File: src/rtl/fifo_burst_reader.sv
// fifo_burst_reader
// Read-side controller for the dual-clock FIFO. It runs in the FIFO read clock
// domain. A start command pops exactly burst_len_i words from the FIFO. The
// FIFO's one-cycle read latency is hidden behind a 2-entry skid buffer, and the
// words are presented as a valid/ready stream with a last-word flag.
//
// Ports
//   clk_b_i       FIFO read clock (only clock of this block)
//   rst_i         synchronous active-high reset
//   start_i       command strobe, sampled in IDLE only
//   burst_len_i   words to read, sampled with start_i (0 = ignored)
//   abort_i       terminate the current burst, sampled in READ only
//   fifo_empty_i  FIFO empty flag
//   fifo_dout_i   FIFO read data, valid the cycle after fifo_ren_o
//   fifo_ren_o    FIFO read enable
//   m_data_o      stream data
//   m_valid_o     stream valid
//   m_ready_i     stream ready
//   m_last_o      marks the final word of the burst
//   busy_o        high whenever not IDLE
//   done_o        one-cycle pulse at burst end
//   aborted_o     qualifies done_o: burst ended by abort
module fifo_burst_reader #(
    parameter int DATA_W = 16,
    parameter int LEN_W  = 10
) (
    input  logic              clk_b_i,
    input  logic              rst_i,
    input  logic              start_i,
    input  logic [LEN_W-1:0]  burst_len_i,
    input  logic              abort_i,
    input  logic              fifo_empty_i,
    input  logic [DATA_W-1:0] fifo_dout_i,
    output logic              fifo_ren_o,
    output logic [DATA_W-1:0] m_data_o,
    output logic              m_valid_o,
    input  logic              m_ready_i,
    output logic              m_last_o,
    output logic              busy_o,
    output logic              done_o,
    output logic              aborted_o
);

    typedef enum logic [1:0] {S_IDLE, S_READ, S_DRAIN, S_DONE} state_t;

    state_t            state_q, state_d;
    logic [LEN_W-1:0]  len_q, len_d;
    logic [LEN_W-1:0]  issued_q, issued_d;
    logic [LEN_W-1:0]  out_cnt_q, out_cnt_d;
    logic [DATA_W-1:0] buf0_q, buf0_d;   // buffer head
    logic [DATA_W-1:0] buf1_q, buf1_d;
    logic [1:0]        cnt_q, cnt_d;
    logic [1:0]        cnt_mid;
    logic              rd_pend_q;
    logic              aborted_q, aborted_d;
    logic              pop, push;
    logic [2:0]        occ;

    // Stream side and read issue
    always_comb begin
        m_valid_o = (state_q == S_READ) && (cnt_q != 2'd0);
        m_data_o  = buf0_q;
        pop       = m_valid_o && m_ready_i;
        m_last_o  = m_valid_o && (out_cnt_q == len_q - LEN_W'(1));
        // Words landing while draining are discarded.
        push      = rd_pend_q && (state_q == S_READ);
        // Occupancy after this cycle's pop, counting the word still in flight.
        // pop implies cnt_q >= 1, so this never underflows.
        occ       = {1'b0, cnt_q} + {2'b00, rd_pend_q} - {2'b00, pop};
        // Abort suppresses issue in its own cycle so unpopped words stay in
        // the FIFO and the drain never has to wait on a fresh read.
        fifo_ren_o = (state_q == S_READ) && !abort_i && !fifo_empty_i &&
                     (issued_q < len_q) && (occ < 3'd2);
        busy_o    = (state_q != S_IDLE);
        done_o    = (state_q == S_DONE);
        aborted_o = (state_q == S_DONE) && aborted_q;
    end

    // Next state, counters and skid buffer
    always_comb begin
        state_d   = state_q;
        len_d     = len_q;
        aborted_d = aborted_q;
        issued_d  = issued_q + LEN_W'(fifo_ren_o);
        out_cnt_d = out_cnt_q + LEN_W'(pop);
        buf0_d    = buf0_q;
        buf1_d    = buf1_q;
        cnt_mid   = cnt_q;

        // Pop shifts the tail to the head; push then fills the first free slot.
        if (pop) begin
            buf0_d  = buf1_q;
            cnt_mid = cnt_q - 2'd1;
        end
        cnt_d = cnt_mid;
        if (push) begin
            if (cnt_mid == 2'd0) buf0_d = fifo_dout_i;
            else                 buf1_d = fifo_dout_i;
            cnt_d = cnt_mid + 2'd1;
        end

        case (state_q)
            S_IDLE: begin
                if (start_i && (burst_len_i != '0)) begin
                    state_d   = S_READ;
                    len_d     = burst_len_i;
                    issued_d  = '0;
                    out_cnt_d = '0;
                    cnt_d     = 2'd0;
                    aborted_d = 1'b0;
                end
            end
            S_READ: begin
                // Abort wins over a coincident last-word handshake.
                if (abort_i) begin
                    state_d   = S_DRAIN;
                    aborted_d = 1'b1;
                    cnt_d     = 2'd0;
                end else if (pop && m_last_o) begin
                    state_d = S_DONE;
                end
            end
            S_DRAIN: begin
                if (!rd_pend_q) state_d = S_DONE;
            end
            S_DONE: begin
                state_d = S_IDLE;
            end
            default: state_d = S_IDLE;
        endcase
    end

    always_ff @(posedge clk_b_i) begin
        if (rst_i) begin
            state_q   <= S_IDLE;
            len_q     <= '0;
            issued_q  <= '0;
            out_cnt_q <= '0;
            buf0_q    <= '0;
            buf1_q    <= '0;
            cnt_q     <= 2'd0;
            rd_pend_q <= 1'b0;
            aborted_q <= 1'b0;
        end else begin
            state_q   <= state_d;
            len_q     <= len_d;
            issued_q  <= issued_d;
            out_cnt_q <= out_cnt_d;
            buf0_q    <= buf0_d;
            buf1_q    <= buf1_d;
            cnt_q     <= cnt_d;
            rd_pend_q <= fifo_ren_o;
            aborted_q <= aborted_d;
        end
    end

endmodule

File: config.mk
export PLATFORM = sky130hd
export DESIGN_NAME = fifo_burst_reader
export DESIGN_NICKNAME = d
export VERILOG_FILES = /design/src/rtl/fifo_burst_reader.sv
export SDC_FILE = /design/constraint.sdc
export NUM_CORES = 1
export LEC_CHECK = 0
export BUFFER_PORTS_ARGS = -buffer_cell sky130_fd_sc_hd__buf_2
export CORE_MARGIN = 5
export CORE_UTILIZATION = 40
export DETAILED_ROUTE_END_ITERATION = 6
export HOLD_SLACK_MARGIN = 0.06
export PLACE_DENSITY = 0.59
export RECOVER_POWER = 25
export SETUP_SLACK_MARGIN = 0.15
export SLEW_MARGIN = 20
export SYNTH_ARGS = -nofsm -noshare
export SYNTH_HDL_FRONTEND = slang
export SYNTH_SLANG_ARGS = --single-unit
File: constraint.sdc
create_clock -name clk_b_i -period 7 [get_ports clk_b_i]
set_clock_uncertainty 0.2 [all_clocks]
set_input_delay 0.7 -clock clk_b_i [delete_from_list [all_inputs] [get_ports clk_b_i]]
set_output_delay 0.7 -clock clk_b_i [all_outputs]
set_load 0.01 [all_outputs]
==> Yosys cells after proc, flatten, opt, wreduce, memory -nomap -nowiden <==
Index checks and enable logic that the tools add are counted.
{ "totals": {"out_inout_bits": 22, "inputBits": 32, "ff_bits": 68, "word_cells": 70} }
{ "op_classes": {"mux": 20, "n_reduce_logical": 23, "magnitude_cmp": 2, "bitwise_logic": 1, "eq_ne": 8, "addsub": 7} }
{ "op_table": {"columns": ["cell", "count"], "rows": [
  ["2-to-1 mux 16 bit", 3],
  ["2-to-1 mux 10 bit", 4],
  ["adder 10 x 1 -> 10 bit", 2],
  ["2-to-1 mux 2 bit", 8],
  ["logical AND 1 bit", 11],
  ["== test 10 bit", 1],
  ["less-than comparator 10 bit", 1],
  ["nonzero test 10 bit", 1],
  ["subtractor 10 x 1 -> 10 bit (second input constant)", 1],
  ["one-hot mux 2 bit (4 select lines)", 1],
  ["inequality test 2 bit (second input constant)", 3],
  ["AND reduction 3 bit", 2],
  ["nonzero test 2 bit", 3],
  ["== test 2 bit (second input constant)", 2],
  ["logical NOT 2 bit", 2],
  ["one-hot mux 2 bit (2 select lines)", 1],
  ["AND reduction 2 bit", 2],
  ["adder 2 x 1 -> 3 bit", 1],
  ["less-than comparator 3 x 2 -> 1 bit (second input constant)", 1],
  ["inequality test 3 x 2 -> 1 bit (second input constant)", 1],
  ["subtractor 3 x 1 -> 3 bit", 1],
  ["adder 2 x 1 -> 2 bit (second input constant)", 1],
  ["== test 2 x 1 -> 1 bit (second input constant)", 1],
  ["logical NOT 1 bit", 2],
  ["other kinds (4)", 5]
]} }

==> Depth between registers and ports, before layout <==
Gate-level depths: netlist (run 1).
{ "depth": {"depth_word": 9, "mapped_depth": 22, "depth_no_buf": 21} }

==> Worst setup path after synthesis (run 1) <==
OpenSTA, ideal clock, no wires.
{ "synth_path": {"path_type": "flip-flop to flip-flop", "startpoint": "register state_q[0]", "endpoint": "register issued_q[8]", "synth_period_minus_slack_ns": 4.522, "path_stages_with_launch": 22, "setup_time_ns": 0.128, "path_buffers": 1, "required_ns": 6.672, "path_slack_ns": 2.478, "arrival_time_ns": 4.195, "cell_sequence": "dfxtp_1 -> ha_1 -> inv_2 -> nor2_1 -> nand2_1 -> inv_2 -> clkbuf_1 -> ha_1 -> nand2b_1 -> fa_1 -> nand2_1 -> nor4_1 -> o21ai_1 -> a211o_1 -> a31oi_1 -> ha_1 -> ha_1 -> nand3_1 -> nor2_1 -> nand3_1 -> xor2_1 -> nor2_1"} }
{ "synth_via": {"elab_chain_cells": 9, "elab_cells_between_ends": 13, "cone_classes": "2 x add/sub; 1 x order compare; 1 x eq/ne; 2 x mux; 7 x reduce/logical"} }
{ "synth_rtl": {"columns": ["item", "line_no", "rtl"], "rows": [
  ["start: declaration", "46", "state_t state_q, state_d;"],
  ["start signal: assignment", "145", "state_q <= state_d;"],
  ["== test 2 x 1 -> 1 bit (*)", "61", "m_valid_o = (state_q == S_READ) && (cnt_q != 2'd0);"],
  ["logical AND 1 bit (*)", "61", null],
  ["net m_valid_o", "36", "output logic m_valid_o,"],
  ["logical AND 1 bit (*)", "63", "pop = m_valid_o && m_ready_i;"],
  ["subtractor 3 x 1 -> 3 bit (*)", "69", "occ = {1'b0, cnt_q} + {2'b00, rd_pend_q} - {2'b00, pop};"],
  ["less-than comparator 3 x 2 -> 1 bit (*)", "73", "(issued_q < len_q) && (occ < 3'd2);"],
  ["logical AND 1 bit (*)", "73", null],
  ["net fifo_ren_o", "34", "output logic fifo_ren_o,"],
  ["adder 10 x 1 -> 10 bit (*)", "84", "issued_d = issued_q + LEN_W'(fifo_ren_o);"],
  ["2-to-1 mux 10 bit", "104", "if (start_i && (burst_len_i != '0)) begin"],
  ["2-to-1 mux 10 bit (*)", "102", "case (state_q)"],
  ["end signal: assignment", "147", "issued_q <= issued_d;"],
  ["end: declaration", "48", "logic [LEN_W-1:0] issued_q, issued_d;"]
]} }
The timed path passes the listed nets; every way through them passes the cells marked *.
A chain may end at the register's enable or synchronous reset.

==> Final worst setup path (run 1) <==
{ "layout_path": {"startpoint": "register state_q[0]", "endpoint": "output port fifo_ren_o"} }
{ "layout_via": {"elab_chain_cells": 6, "elab_cells_between_ends": 9, "cone_classes": "1 x add/sub; 1 x order compare; 1 x eq/ne; 6 x reduce/logical"} }
{ "layout_rtl": {"columns": ["item", "line_no"], "rows": [
  ["== test 2 x 1 -> 1 bit (*)", "61, 72"],
  ["logical AND 1 bit", "61"],
  ["logical AND 1 bit", "63"],
  ["subtractor 3 x 1 -> 3 bit", "69"],
  ["less-than comparator 3 x 2 -> 1 bit", "73"],
  ["logical AND 1 bit (*)", "73"],
  ["end: declaration", "34"]
]} }
Mark *: on every way between the ends. The rest lies on a longest branch, timed or not.

==> results.txt, run 1 <==
total global routing overflow: 0
final worst-path cycle share: 74.2%
average wire length per cell after detail routing: 13.7 um
final count of hold timing violations: 0
FF-to-FF path depth: 20
number of rows created at floorplan: 33
number of placed cells counting well taps: 565
Fill cells: 838
First-pass DRT Iterations: 4
startpoint-to-endpoint class of the critical path: reg2out
CP Capture Type: primary output
Post-Synthesis Cells: 428
die footprint: 10500 um^2
met2 wire length: 3670 um
unique cell type count in the Yosys netlist: 38
Fmax achieved: 0.192 GHz
NumNets Final: 525
Worst R2R Start: state_q[0]$_SDFFE_PP0P_
# diodes: 0
post-route DRC violation count: 0
total setup buffers inserted after CTS: 0
utilization of the core after routing: 47.0%
M1 WL: 3790 um
post-synthesis sequential area ratio: 39.7%
Final ANT Viol Nets: 0
Worst Path Arrival: 4.30 ns
I/O pin cnt: 54
number of clock sinks: 68
area of the placeable core: 8300 um^2
number of enable flip-flop cells after synthesis: 0
height of the chip: 103 um
wirelength, routed: 7950 um
number of global-route vias before repair: 2791
Seq cells post-synth: 68
drt initial violations: 108
routed vias/inst: 5.04
routability congestion estimate from global placement: 0.824
worst ir drop on vdd: 0.000129 V
Power Density: 255 nW/um^2
slew at the pin with the worst max-slew slack: 0.915 ns
insertion delay of the later-clocked pin in the worst-skew pair: 0.34 ns
Maximum Capacitance Violations: 0
Worst Path Required: 6.10 ns
clock-pin slew on the worst setup and hold paths: 0.08 ns
total track usage: 15.9%
CTS Buffer Depth: 2
Net Count, Synth: 482
layout-stage area growth over the synthesis result: 14.0%
initial core utilization: 41.3%
max-slew violations: 0
overall power: 994 uW
sequential cell area: 1360 um^2
Post-synth top flop: dfxtp_1
headroom to the max-slew limit: 39.0%
half-perimeter wire length of the detailed placement result: 5870 um
cell area after synthesis: 3430 um^2
first element of the critical path: state_q[0]$_SDFFE_PP0P_
global-route wire length before repair: 13200 um
initial antenna violation count: 0
depth of the worst hold-timing path: 2
leak pwr: 1.50 nW
vias: 2930
number of resized instances in the post-cts repair step: 0
number of levels the H-tree was split into: 3
detailed-routed wire length on met3: 379 um
setup TNS: 0 ns
final setup violating endpoints: 0
PnR worst setup slack: 1.80 ns
unrepaired setup endpoints after global routing: no
startpoint of the most critical hold path: buf1_q[3]$_SDFFE_PP0P_
top sig layer: met4
FFs w/ async S/R, synth: 0%
Synth Warn #: 0
worst slack, placed: 1.78 ns
type of origin of the critical path: register
area of combinational cells with multiple inputs: 1910 um^2
Max FO, Critical Path: 21
Port Buffer Count: 53
result of the run: finished, final reports clean
Layout Cells excl Fill: 581
overall die width: 103 um
layout cell share with drive strength beyond 1: 12.6%
average cell area after synthesis: 8.00 um^2
minimum period implied by the final worst setup slack: 5.20 ns
post-cts hold buffer count: 0
largest net degree at the start of global routing: 51
TritonCTS buffer count: 9
Hold Path Class: reg2reg
clock tree from TritonCTS: done
Clock Tree Root: clkbuf_8
[sequential cells by signal, indices dropped and copies added, names as in the netlist]
signal	count
aborted_q	1
buf1_q	16
cnt_q	2
issued_q	10
len_q	10
m_data_o	16
out_cnt_q	10
rd_pend_q	1
state_q	2
[synthesized netlist by cell type (2+ instances only)]
| master | count | area (um^2) |
|---|---|---|
| a31oi_1 | 2 | 12.5 |
| inv_2 | 2 | 7.51 |
| a21o_1 | 5 | 37.5 |
| mux2i_1 | 5 | 50.1 |
| nand2b_1 | 10 | 62.6 |
| nand2_1 | 86 | 323 |
| nor2_1 | 53 | 199 |
| nor3_1 | 5 | 25.0 |
| a21oi_1 | 32 | 160 |
| clkbuf_1 | 19 | 71.3 |
| xor2_1 | 17 | 149 |
| and2_1 | 2 | 12.5 |
| o21ai_0 | 3 | 15.0 |
| nand4_1 | 3 | 18.8 |
| ha_1 | 21 | 263 |
| inv_1 | 21 | 78.8 |
| and3_1 | 2 | 12.5 |
| nor4_1 | 3 | 18.8 |
| nand3_1 | 22 | 110 |
| dfxtp_1 | 68 | 1360 |
| xnor2_1 | 15 | 131 |
| a311oi_1 | 16 | 140 |
[worst max-delay path: stages (launching register included)]
cell and delay, ns:
dfxtp_1 0.42, ha_1 0.33, inv_2 0.06, nor2_1 0.21, nand2_1 0.49, inv_2 0.46
ha_1 0.30, nand2b_1 0.15, fa_1 0.49, nand2_1 0.05, nor4_1 0.15, o21ai_1 0.10
a211o_1 0.28, a31oi_1 0.26, buf_2 0.20
[where the power goes]
part	switching, mW	leakage, nW	total (mW)	internal [mW]
Sequential	0.0288	0.550	0.436	0.408
Combinational	0.154	0.859	0.263	0.108
Clock	0.158	0.0885	0.295	0.138
[final timing paths]
path | endpoint | slack [ns]
worst max-delay path | fifo_ren_o | 1.80
worst min-delay path | buf1_q[3]$_SDFFE_PP0P_ | 0.26
worst max register to register | issued_q[8]$_SDFF_PP0_ | 1.87
worst min register to register | buf1_q[3]$_SDFFE_PP0P_ | 0.26
[metal layers]
metal	track usage (%)	up-vias
met3	4.33	9
met1	21.1	1339
met5	0	-
met4	3.94	0
met2	25.7	62
li1	-	1520
[kinds of logic (layout without fill, tap and decap cells)]
family | after synthesis | count (layout) | share of synthesized area [%]
buf+inv | 44 | 92 | 4.86
simple gates | 191 | 191 | 24.5
mux | 5 | 5 | 1.46
fa+ha+maj | 22 | 22 | 8.25
xor+xnor | 32 | 32 | 8.18
compound gates | 66 | 66 | 13.0
flops | 68 | 68 | 39.7
[metrics by stage]
stage               hold slack (ns)  cell area (um^2)
global placement              0.242              3740
detailed placement            0.248              3740
CTS                           0.260              3920
floorplan                     0.237              3430
global route                  0.278              3900
finish                        0.256              3900
[layout make-up]
type | count | share of cell area (%)
tap | 105 | 3.37
clock buffer | 10 | 3.53
timing repair buffer | 53 | 6.22
sequential | 68 | 34.9
clock inverter | 6 | 0.994
multi-input combinational | 316 | 48.8
inverter | 23 | 2.21
[cells in the final DEF, fill, tap and decap left out, types with 15 or more instances in the layout]
master    instances
dfxtp_1          68
ha_1             21
nor2_1           52
nand2_1          86
a311oi_1         16
xor2_1           17
a21oi_1          32
buf_2            35
inv_1            21
nand3_1          21
xnor2_1          15
clkbuf_1         18
(Power assumes the default switching activity.)
==> run 2, diff against run 1 <==
Settings changed: PLACE_DENSITY 0.59 to 0.61.
Clock period 7 ns to 4.7 ns, I/O delays scaled along.
==> results.txt, run 2 (synthesis results as in run 1) <==
max-slew violations: 0 (unchanged)
Port Buffer Count: 53 (unchanged)
utilization of the core after routing: 47.7% (+0.71 points)
Fmax achieved: 0.243 GHz
buffer and inverter count on the worst path: 2 (-1)
leak pwr: 1.52 nW (+1.6%)
drt initial violations: 153 (+42%)
startpoint-to-endpoint class of the critical path: reg2reg
I/O pin cnt: 54 (unchanged)
slew at the pin with the worst max-slew slack: 0.912 ns (-0.00260 ns)
largest net degree at the start of global routing: 51 (unchanged)
most common library cell in the layout ignoring fill and taps: nand2_1
detailed-routed wire length on met3: 420 um (+11%)
First-pass DRT Iterations: 4 (unchanged)
dominant delay contributor by cell family on the critical path: adder cells
startpoint of the most critical hold path: fifo_dout_i[6]
overall die width: 103 um (unchanged)
cell occurring most often along the worst timing path: ha_1
top sig layer: met4
height of the chip: 103 um (unchanged)
M1 WL: 3760 um (-0.87%)
TritonCTS buffer count: 9 (unchanged)
Worst Path Required: 4.70 ns (-1.40 ns)
CTS Buffer Depth: 2 (unchanged)
routed vias/inst: 5.05 (about the same)
post-cts hold buffer count: 0 (unchanged)
number of levels the H-tree was split into: 3 (unchanged)
type of origin of the critical path: register
headroom to the max-slew limit: 39.2% (+0.17 points)
setup TNS: 0 ns (unchanged)
Clock Tree Root: clkbuf_8
library cell contributing the largest single delay on the critical path: fa_1
CP Capture Type: register
commonest cells after routing, fill and taps aside: nand2_1, dfxtp_1, nor2_1
area of the placeable core: 8300 um^2 (unchanged)
insertion delay of the later-clocked pin in the worst-skew pair: 0.35 ns (about the same)
unrepaired setup endpoints after global routing: no
vias: 2943 (+0.44%)
minimum period implied by the final worst setup slack: 4.11 ns
Fill cells: 840 (+0.24%)
worst slack, placed: 0.431 ns (-1.35 ns)
cell chain of the critical path: ha_4 > inv_2 > nor2_2 > nand2_1 > inv_2 > ha_1 > nand2b_1 > fa_1 > nand2_1 > nor4_1 > o21ai_1 > a211o_1 > a31oi_2 > ha_1 > ha_1 > nand3_1 > nor2_1 > nand3_1 > xor2_1 > nor2_1
final worst-path cycle share: 87.5%
longest individual stage delay on the worst path: 0.48 ns (about the same)
post-route DRC violation count: 0 (unchanged)
Power Density: 388 nW/um^2 (+52%)
Hold Path Class: in2reg
number of global-route vias before repair: 2838 (+1.7%)
routability congestion estimate from global placement: 0.829 (+0.64%)
die footprint: 10500 um^2 (unchanged)
PnR worst setup slack: 0.588 ns (-1.22 ns)
result of the run: finished, final reports clean
Worst R2R Start: state_q[0]$_SDFFE_PP0P_
initial antenna violation count: 0 (unchanged)
Hold Worst Slack: 0.162 ns (-0.0947 ns)
Maximum Capacitance Violations: 0 (unchanged)
total global routing overflow: 0 (unchanged)
# diodes: 0 (unchanged)
wirelength, routed: 8090 um (+1.9%)
final count of hold timing violations: 0 (unchanged)
number of clock sinks: 68 (unchanged)
first element of the critical path: state_q[0]$_SDFFE_PP0P_
average wire length per cell after detail routing: 13.9 um (+1.5%)
number of rows created at floorplan: 33 (unchanged)
NumNets Final: 527 (+0.38%)
Worst Path Arrival: 4.11 ns (-0.19 ns)
half-perimeter wire length of the detailed placement result: 5760 um (-1.9%)
clock tree from TritonCTS: done
Final ANT Viol Nets: 0 (unchanged)
layout cell share with drive strength beyond 1: 13.6% (+0.99 points)
sequential cell area: 1360 um^2 (unchanged)
final setup violating endpoints: 0 (unchanged)
clock-pin slew on the worst setup and hold paths: 0.08 ns (about the same)
area of combinational cells with multiple inputs: 1930 um^2 (+1.1%)
Max FO, Critical Path: 6 (-71%)
initial core utilization: 41.3% (unchanged)
layout-stage area growth over the synthesis result: 15.7%
total track usage: 16.5% (+0.58 points)
met2 wire length: 3790 um (+3.2%)
global-route wire length before repair: 13600 um (+3.0%)
worst ir drop on vdd: 0.000150 V (+17%)
## run 2: area by class of cell
| class | instances | share of cell area [%] |
|---|---|---|
| clock buffers | 9 | 3.13 |
| clock inverters | 7 | 1.89 |
| inverters | 23 | 2.18 |
| multi-input cells | 316 | 48.6 |
| flip-flops and latches | 68 | 34.4 |
| well taps | 105 | 3.32 |
| repair buffers | 55 | 6.50 |
## run 2: through the flow
step	total power, mW	instances	area (um^2)
2_1_floorplan	0.954	428	3430
3_3_place_gp	1.04	567	3760
3_5_place_dp	1.05	567	3760
4_1_cts	1.54	583	3960
5_1_grt	1.65	583	3960
6_report	1.54	583	3960
## run 2: power by group
part / internal, mW / switching (mW)
registers: 0.607 / 0.0445
clock network: 0.248 / 0.242
logic: 0.165 / 0.232
## run 2: worst paths after layout
| kind | to | slack, ns | depth (start not counted) |
|---|---|---|---|
| min | buf1_q[6]$_SDFFE_PP0P_ | 0.16 | 3 |
| max | issued_q[8]$_SDFF_PP0_ | 0.59 | 20 |
| min reg2reg | buf1_q[9]$_SDFFE_PP0P_ | 0.26 | 2 |
| max reg2reg | issued_q[8]$_SDFF_PP0_ | 0.59 | 20 |
## run 2: worst reg2reg max path: stages (launching register included)
cell and delay (ns):
dfxtp_1 0.47, ha_4 0.21, inv_2 0.04, nor2_2 0.16, nand2_1 0.10, inv_2 0.06
ha_1 0.21, nand2b_1 0.15, fa_1 0.48, nand2_1 0.05, nor4_1 0.19, o21ai_1 0.12
a211o_1 0.29, a31oi_2 0.21, ha_1 0.22, ha_1 0.19, nand3_1 0.11, nor2_1 0.18
nand3_1 0.11, xor2_1 0.15, nor2_1 0.05
## run 2: metal layers
layer  vias to the layer above  GRT usage, %
met3                        12          4.67
met1                      1348          20.8
met4                         0          5.65
met5                         -             0
met2                        60          27.1
li1                       1523             -
## run 2: what timing repair did
item,4_1_cts,5_1_grt
resized for setup,0,4
buffers inserted,0,0
setup endpoints to repair,0,4
hold endpoints to repair,0,0
